$ cat src/rtl/xgmii_tx_encoder.sv
// rtl/xgmii_tx_encoder.sv - AXI-Stream to XGMII 64-bit TX encoder; FCS append via `XGMII_TX_FCS_EN
module xgmii_tx_encoder #(
  parameter int P_MIN_IFG = 12
) (
  input  logic        i_clk,
  input  logic        i_rst_n,
  input  logic        i_link_up,
  input  logic [63:0] s_axis_tdata,
  input  logic [7:0]  s_axis_tkeep,
  input  logic        s_axis_tvalid,
  input  logic        s_axis_tlast,
  output logic        s_axis_tready,
  output logic [63:0] o_xgmii_txd,
  output logic [7:0]  o_xgmii_txc
);

  typedef enum logic [2:0] {
    ST_IDLE,
    ST_DATA,
    ST_TERM,
    ST_IFG,
    ST_DROP
  } state_t;

  localparam logic [63:0] IDLE_WORD  = {8{8'h07}};
  localparam logic [63:0] PREAMBLE   = 64'hD5555555555555FB;
  localparam logic [63:0] ERROR_WORD = {8{8'hFE}};
  localparam logic [7:0]  CHAR_TERM  = 8'hFD;

  state_t      state_q, state_d;
  logic [63:0] txd_q, txd_d;
  logic [7:0]  txc_q, txc_d;
  logic [3:0]  ifg_cnt_q, ifg_cnt_d;

  // Bytes in the tlast beat, and total bytes (data plus any FCS) ahead of FD
  logic [3:0]  n_keep;
  logic [3:0]  tot_bytes;
  // Gap bookkeeping: idle bytes already sent after FD, resulting whole idle beats
  logic        enter_gap;
  logic [3:0]  gap_idles;
  logic [3:0]  gap_n;

`ifdef XGMII_TX_FCS_EN
  logic [31:0] crc_q, crc_d;
  logic [31:0] crc_upd;
  logic [31:0] fcs_w;
  logic [31:0] fcs_shift;
  logic [31:0] fcs_hold_q, fcs_hold_d;
  logic [1:0]  spill_q, spill_d;
`endif

  function automatic logic [3:0] popcount8(input logic [7:0] v);
    logic [3:0] c;
    c = '0;
    for (int b = 0; b < 8; b++) c = c + {3'd0, v[b]};
    return c;
  endfunction

  // Whole idle beats still owed so that FD-to-start spacing reaches P_MIN_IFG
  function automatic logic [3:0] gap_beats(input logic [3:0] idles);
    int gap;
    gap = P_MIN_IFG - int'(idles);
    if (gap <= 0) return 4'd0;
    return 4'((gap + 7) / 8);
  endfunction

`ifdef XGMII_TX_FCS_EN
  // Reflected CRC-32 over the enabled lanes of one beat, lane 0 first
  function automatic logic [31:0] crc32_beat(input logic [31:0] crc_in,
                                             input logic [63:0] data,
                                             input logic [7:0]  keep);
    logic [31:0] c;
    c = crc_in;
    for (int b = 0; b < 8; b++) begin
      if (keep[b]) begin
        c = c ^ {24'd0, data[8*b +: 8]};
        for (int j = 0; j < 8; j++) begin
          c = c[0] ? ((c >> 1) ^ 32'hEDB88320) : (c >> 1);
        end
      end
    end
    return c;
  endfunction

  assign crc_upd   = crc32_beat(crc_q, s_axis_tdata, s_axis_tkeep);
  assign fcs_w     = ~crc_upd;
  assign tot_bytes = popcount8(s_axis_tkeep) + 4'd4;
`else
  assign tot_bytes = popcount8(s_axis_tkeep);
`endif

  assign n_keep        = popcount8(s_axis_tkeep);
  assign gap_n         = gap_beats(gap_idles);
  assign s_axis_tready = (state_q == ST_DATA) || (state_q == ST_DROP);
  assign o_xgmii_txd   = txd_q;
  assign o_xgmii_txc   = txc_q;

  // Next-state and next-output decode
  always_comb begin
    state_d   = state_q;
    txd_d     = IDLE_WORD;
    txc_d     = 8'hFF;
    ifg_cnt_d = ifg_cnt_q;
    enter_gap = 1'b0;
    gap_idles = 4'd0;
`ifdef XGMII_TX_FCS_EN
    crc_d      = crc_q;
    fcs_shift  = '0;
    fcs_hold_d = fcs_hold_q;
    spill_d    = spill_q;
`endif

    case (state_q)
      ST_IDLE: begin
        if (s_axis_tvalid && i_link_up) begin
          txd_d   = PREAMBLE;
          txc_d   = 8'h01;
          state_d = ST_DATA;
`ifdef XGMII_TX_FCS_EN
          crc_d   = '1;
`endif
        end
      end

      ST_DATA: begin
        if (!s_axis_tvalid) begin
          // Underrun: poison the frame and swallow the rest of it
          txd_d   = ERROR_WORD;
          txc_d   = 8'hFF;
          state_d = ST_DROP;
        end else if (!s_axis_tlast) begin
          txd_d = s_axis_tdata;
          txc_d = 8'h00;
`ifdef XGMII_TX_FCS_EN
          crc_d = crc_upd;
`endif
        end else begin
`ifdef XGMII_TX_FCS_EN
          crc_d = crc_upd;
`endif
          // Lanes: data, then FCS bytes, then FD, then idle fill
          for (int k = 0; k < 8; k++) begin
            if (k < int'(n_keep)) begin
              txd_d[8*k +: 8] = s_axis_tdata[8*k +: 8];
              txc_d[k]        = 1'b0;
`ifdef XGMII_TX_FCS_EN
            end else if (k < int'(tot_bytes)) begin
              fcs_shift       = fcs_w >> (8 * (k - int'(n_keep)));
              txd_d[8*k +: 8] = fcs_shift[7:0];
              txc_d[k]        = 1'b0;
`endif
            end else if (k == int'(tot_bytes)) begin
              txd_d[8*k +: 8] = CHAR_TERM;
            end
          end
          if (tot_bytes < 4'd8) begin
            enter_gap = 1'b1;
            gap_idles = 4'd7 - tot_bytes;
          end else begin
            state_d = ST_TERM;
`ifdef XGMII_TX_FCS_EN
            spill_d    = 2'(tot_bytes - 4'd8);
            fcs_hold_d = fcs_w >> (32'd8 * (32'd8 - 32'(n_keep)));
`endif
          end
        end
      end

      ST_TERM: begin
`ifdef XGMII_TX_FCS_EN
        // Leftover FCS bytes (possibly none) precede FD in this beat
        for (int k = 0; k < 8; k++) begin
          if (k < int'(spill_q)) begin
            fcs_shift       = fcs_hold_q >> (8 * k);
            txd_d[8*k +: 8] = fcs_shift[7:0];
            txc_d[k]        = 1'b0;
          end else if (k == int'(spill_q)) begin
            txd_d[8*k +: 8] = CHAR_TERM;
          end
        end
        gap_idles = 4'd7 - {2'b00, spill_q};
`else
        txd_d     = {{7{8'h07}}, CHAR_TERM};
        gap_idles = 4'd7;
`endif
        enter_gap = 1'b1;
      end

      ST_IFG: begin
        if (ifg_cnt_q <= 4'd1) begin
          state_d   = ST_IDLE;
          ifg_cnt_d = 4'd0;
        end else begin
          ifg_cnt_d = ifg_cnt_q - 4'd1;
        end
      end

      ST_DROP: begin
        if (s_axis_tvalid && s_axis_tlast) begin
          enter_gap = 1'b1;
          gap_idles = 4'd0;
        end
      end

      default: state_d = ST_IDLE;
    endcase

    // A zero-beat gap skips IFG entirely
    if (enter_gap) begin
      if (gap_n == 4'd0) begin
        state_d = ST_IDLE;
      end else begin
        state_d   = ST_IFG;
        ifg_cnt_d = gap_n;
      end
    end
  end

  // State, gap counter and registered XGMII outputs
  always_ff @(posedge i_clk or negedge i_rst_n) begin
    if (!i_rst_n) begin
      state_q   <= ST_IDLE;
      txd_q     <= IDLE_WORD;
      txc_q     <= 8'hFF;
      ifg_cnt_q <= 4'd0;
    end else begin
      state_q   <= state_d;
      txd_q     <= txd_d;
      txc_q     <= txc_d;
      ifg_cnt_q <= ifg_cnt_d;
    end
  end

`ifdef XGMII_TX_FCS_EN
  // Running CRC and the FCS bytes held over for a spill beat
  always_ff @(posedge i_clk or negedge i_rst_n) begin
    if (!i_rst_n) begin
      crc_q      <= '1;
      fcs_hold_q <= '0;
      spill_q    <= 2'd0;
    end else begin
      crc_q      <= crc_d;
      fcs_hold_q <= fcs_hold_d;
      spill_q    <= spill_d;
    end
  end
`endif

endmodule

$ cat config.mk
export PLATFORM = sky130hd
export DESIGN_NAME = xgmii_tx_encoder
export DESIGN_NICKNAME = d
export VERILOG_FILES = /design/src/rtl/xgmii_tx_encoder.sv
export SDC_FILE = /design/constraint.sdc
export NUM_CORES = 1
export LEC_CHECK = 0
export CAP_MARGIN = 20
export CORE_MARGIN = 2
export CORE_UTILIZATION = 39
export CTS_CLUSTER_SIZE = 25
export DETAILED_ROUTE_END_ITERATION = 7
export GPL_TIMING_DRIVEN = 1
export PLACE_DENSITY = 0.76
export SLEW_MARGIN = 20
export SYNTH_ARGS = -nofsm -noshare
export SYNTH_HDL_FRONTEND = slang
export SYNTH_SLANG_ARGS = --single-unit
$ cat constraint.sdc
create_clock -name i_clk -period 1.6 [get_ports i_clk]
set_input_delay 0.24 -clock i_clk [delete_from_list [all_inputs] [get_ports i_clk]]
set_output_delay 0.24 -clock i_clk [all_outputs]
set_load 0.03 [all_outputs]
==> results_dict.tcl <==
set metrics [dict create \
    combPwrFrac 0.621 \
    clockBufferDepth 2 \
    hold_viol_final 0 \
    synth_top_area_frac 0.313 \
    yosys.area.top_type "dfrtp_1" \
    p_sw_frac 0.443 \
    hpwlAfterDp_mm 9.33 \
    post_drt_wl_per_cell_um 18.3 \
    grt_antenna_before_repair 0 \
    dr.first_iter.drc_count 158 \
    drv_slew 0 \
    drt_pre_antenna_iters 4 \
    pre_cts_ws_ns -2.40 \
    rsz0062_at_grt "yes" \
    setup_slack_ns -1.70 \
    worstSetupStartpoint "s_axis_tkeep[0]" \
    grt_pass1_vias 3871 \
    hold_slack_ns 0.336 \
    cp_common_cell "buf_6" \
    synth_seq_area_share 0.536 \
    outcome "complete, but fails checks" \
    ys_seq_elements 79 \
    regToRegEndpoint "o_xgmii_txd[10]$_DFF_PN1_" \
    synth_edf_count 0 \
    gp_congestion 0.885 \
    synth_top_family_by_area "compound AO/OA/AOI/OAI gates" \
    grt_max_degree 34 \
    p_int_w 0.00698 \
    ir_worst_vdd_v 0.00101 \
    drc 0 \
    final_util 0.730 \
    r2r_setup_slack_ns -0.04 \
    crit_end "o_xgmii_txd[43]$_DFF_PN0_" \
    dpl.cell_count 675 \
    syn2layout_area_growth_pct 80.1 \
    cp_data_required_time_ns 1.84 \
    via_count 3807 \
    synthAdderAreaFrac 0.0379 \
    fin_area_um2 6780 \
    ff2ff_path_depth 5 \
    setup_viol 77 \
    critical_path_class "input port to flip-flop" \
    muxShareOfSynthArea 0.00532 \
    synth_compound_area_frac 0.223 \
    yosys_warnings 0 \
    synth_cell_types 63 \
    critPathMaxFanout 5 \
    synth_area_per_cell_um2 10.7 \
    worst_pin_slew_ns 0.482 \
    cap_violations 0 \
    ant_nets 0 \
    violations "negative setup slack" \
    io_pins 150 \
    nets 672 \
    critPathBufInv 7 \
    grt_overflow 0 \
    cts_max_level 3 \
    p_per_area_nw_per_um2 1850 \
    fp.coreArea_um2 9280 \
    clock_sinks 79 \
    clock_skew_ns 0.0136 \
    relSlewSlack 0.677 \
    fin_crit_ns 3.30 \
    synthCells 353 \
    final_cells 720 \
    die_x_um 102 \
    grt_pass1_wl_mm 19.6 \
    track_usage 0.247 \
    root_buffer "clkbuf_8" \
    p_leak_nw 2.99 \
    clock.fmax_mhz 303 \
    cts_made_buffers 9 \
    slowest_stage "fa_1" \
    cp.arrival_ns 3.54 \
    power.clock.fraction 0.124 \
    holdCritPathClass "input port to asynchronous set/reset pin" \
    drive_gt1_frac 0.396 \
    rows 35 \
    switchingPower_w 0.00555 \
    clk_latency_ns 0.36 \
    seq_power_share 0.255 \
    clk_pin_slew_ns 0.09 \
    period_share 2.06 \
    synth_xor_area_frac 0.00898 \
    rr_startpoint "state_q[2]$_DFFE_PN0P_" \
    synthTopCellsByArea "dfrtp_1 (31%), dfstp_2 (22%), a21oi_1 (4.7%)" \
    path_depth 15 \
    crit_chain "buf_6, fa_1, inv_1, fa_1, fa_1, inv_2, ha_4, fa_2, buf_6, buf_6, a221oi_4, buf_6, buf_12, nand2b_4, a21oi_2" \
    ys_async_sr_fraction 1.00 \
    wirelength_mm 13.2 \
    cts_tree "built" \
    fp.dieH_um 102 \
    cpPeakStageDelay_ns 0.53 \
    vias_per_cell 5.29 \
    post_dp_cell_area_um2 5920 \
    synth_ff_type "dfrtp_1" \
    start_util 0.405 \
    fp.dieArea_um2 10400 \
    cp_top_family "adder cells" \
    syn_nets 439 \
    port_buffers 149 \
    antenna_cells 0 \
    setup.worst_path.start_class "input port" \
    endpoint_kind "flip-flop" \
    synthesis.area_um2 3760 \
    synth_simple_gate_area_frac 0.147 \
]
-- state kept, by name (all words and copies together), names as in the netlist, named ones only --
signal / count
ifg_cnt_q: 3
o_xgmii_txd: 64
state_q: 3
o_xgmii_txc: 8
-- routing by layer --
layer,track usage,vias to the layer above,part of all wire
li1,-,1716,-
met2,0.437,142,0.52
met5,0,-,0
met1,0.298,1914,0.40
met4,0.0923,0,0.031
met3,0.0513,35,0.052
-- cells by family after synthesis --
| family | Yosys count |
|---|---|
| xor gates and xnor gates | 3 |
| AOI/OAI and AO/OA | 120 |
| and+or+nand+nor | 108 |
| buffers and inverters | 32 |
| adders and majority gates | 9 |
| DFF | 79 |
| muxes | 2 |
-- worst reg2reg max path, cell delays in order (launching register included) --
cell and delay (ns):
dfrtp_2 0.44, buf_12 0.13, nor3b_4 0.20, nand2_1 0.22, buf_4 0.23, or3_1 0.36
-- stage by stage --
step / power, W / TNS, ns
after floorplan: 0.00712 / -128.46
after global placement: 0.00994 / -170.12
after detailed placement: 0.0101 / -173.54
after CTS: 0.0120 / -118.70
after global routing: 0.0132 / -125.48
final: 0.0125 / -120.33
-- worst min-delay path by stage --
stage               depth (start not counted)  slack, ns                          to
finish                                      2       0.34   o_xgmii_txd[47]$_DFF_PN0_
global route                                2       0.37   o_xgmii_txd[11]$_DFF_PN0_
CTS                                         2       0.34   o_xgmii_txd[47]$_DFF_PN0_
detailed placement                          1       0.19   o_xgmii_txd[47]$_DFF_PN0_
global placement                            1       0.18   o_xgmii_txd[47]$_DFF_PN0_
floorplan                                   0      -0.06  asynchronous set/reset pin
-- power groups by stage --
stage / registers, W / clock network (W) / logic [W]
6_report: 0.00320 / 0.00155 / 0.00778
3_3_place_gp: 0.00327 / 0 / 0.00667
4_1_cts: 0.00321 / 0.00156 / 0.00723
5_1_grt: 0.00328 / 0.00168 / 0.00821
2_1_floorplan: 0.00470 / 0 / 0.00243
3_5_place_dp: 0.00329 / 0 / 0.00683
-- final cells by class --
cell class	count	area, um^2
clock buffer	9	124
sequential	79	2020
multi-input combinational	242	2070
tap	129	161
timing repair buffer	240	2270
fill	656	2510
inverter	14	55.1
clock inverter	7	77.6
-- synthesized netlist by cell type, types with 3 or more instances --
master	instances
dfrtp_1	47
a21oi_1	35
nand2_1	35
nor2_1	34
dfstp_2	32
inv_1	13
o21ai_0	12
o21ai_1	12
a31oi_1	9
buf_2	8
nand2b_1	8
o21a_1	8
a21o_1	6
or3_1	6
ha_1	5
clkbuf_1	4
fa_1	4
a211oi_1	3
a31o_2	3
and2_1	3
buf_4	3
nand3_1	3
o211ai_1	3
o21ai_2	3
or2_1	3
-- repair_timing --
item | in CTS | in global routing
hold buffers | 1 | 0
pin swaps | 43 | 37
endpoints found under the setup margin | 146 | 83
resized for setup | 141 | 54
hold endpoints to repair | 15 | 0
setup buffers | 21 | 10
-- layout by cell type, fill, tap and decap left out, types with 4 or more instances in the layout --
cell and instances:
clkdlybuf4s50_1 72, dlygate4sd2_1 68, buf_4 63, dfrtp_1 46
dfstp_2 32, nor2_1 27, nand2_1 25, buf_6 23
a21oi_1 18, a21oi_2 14, inv_1 11, o21ai_1 10
clkbuf_8 9, o21a_1 8, o21ai_2 8, buf_12 8
nand2_2 7, a31oi_1 7, o21ai_4 6, a21oi_4 6
or3_1 6, nand2b_1 5, a21o_1 5, nor2_4 4
dlymetal6s2s_1 4
Note: power is estimated with default switching activity, not from simulation.
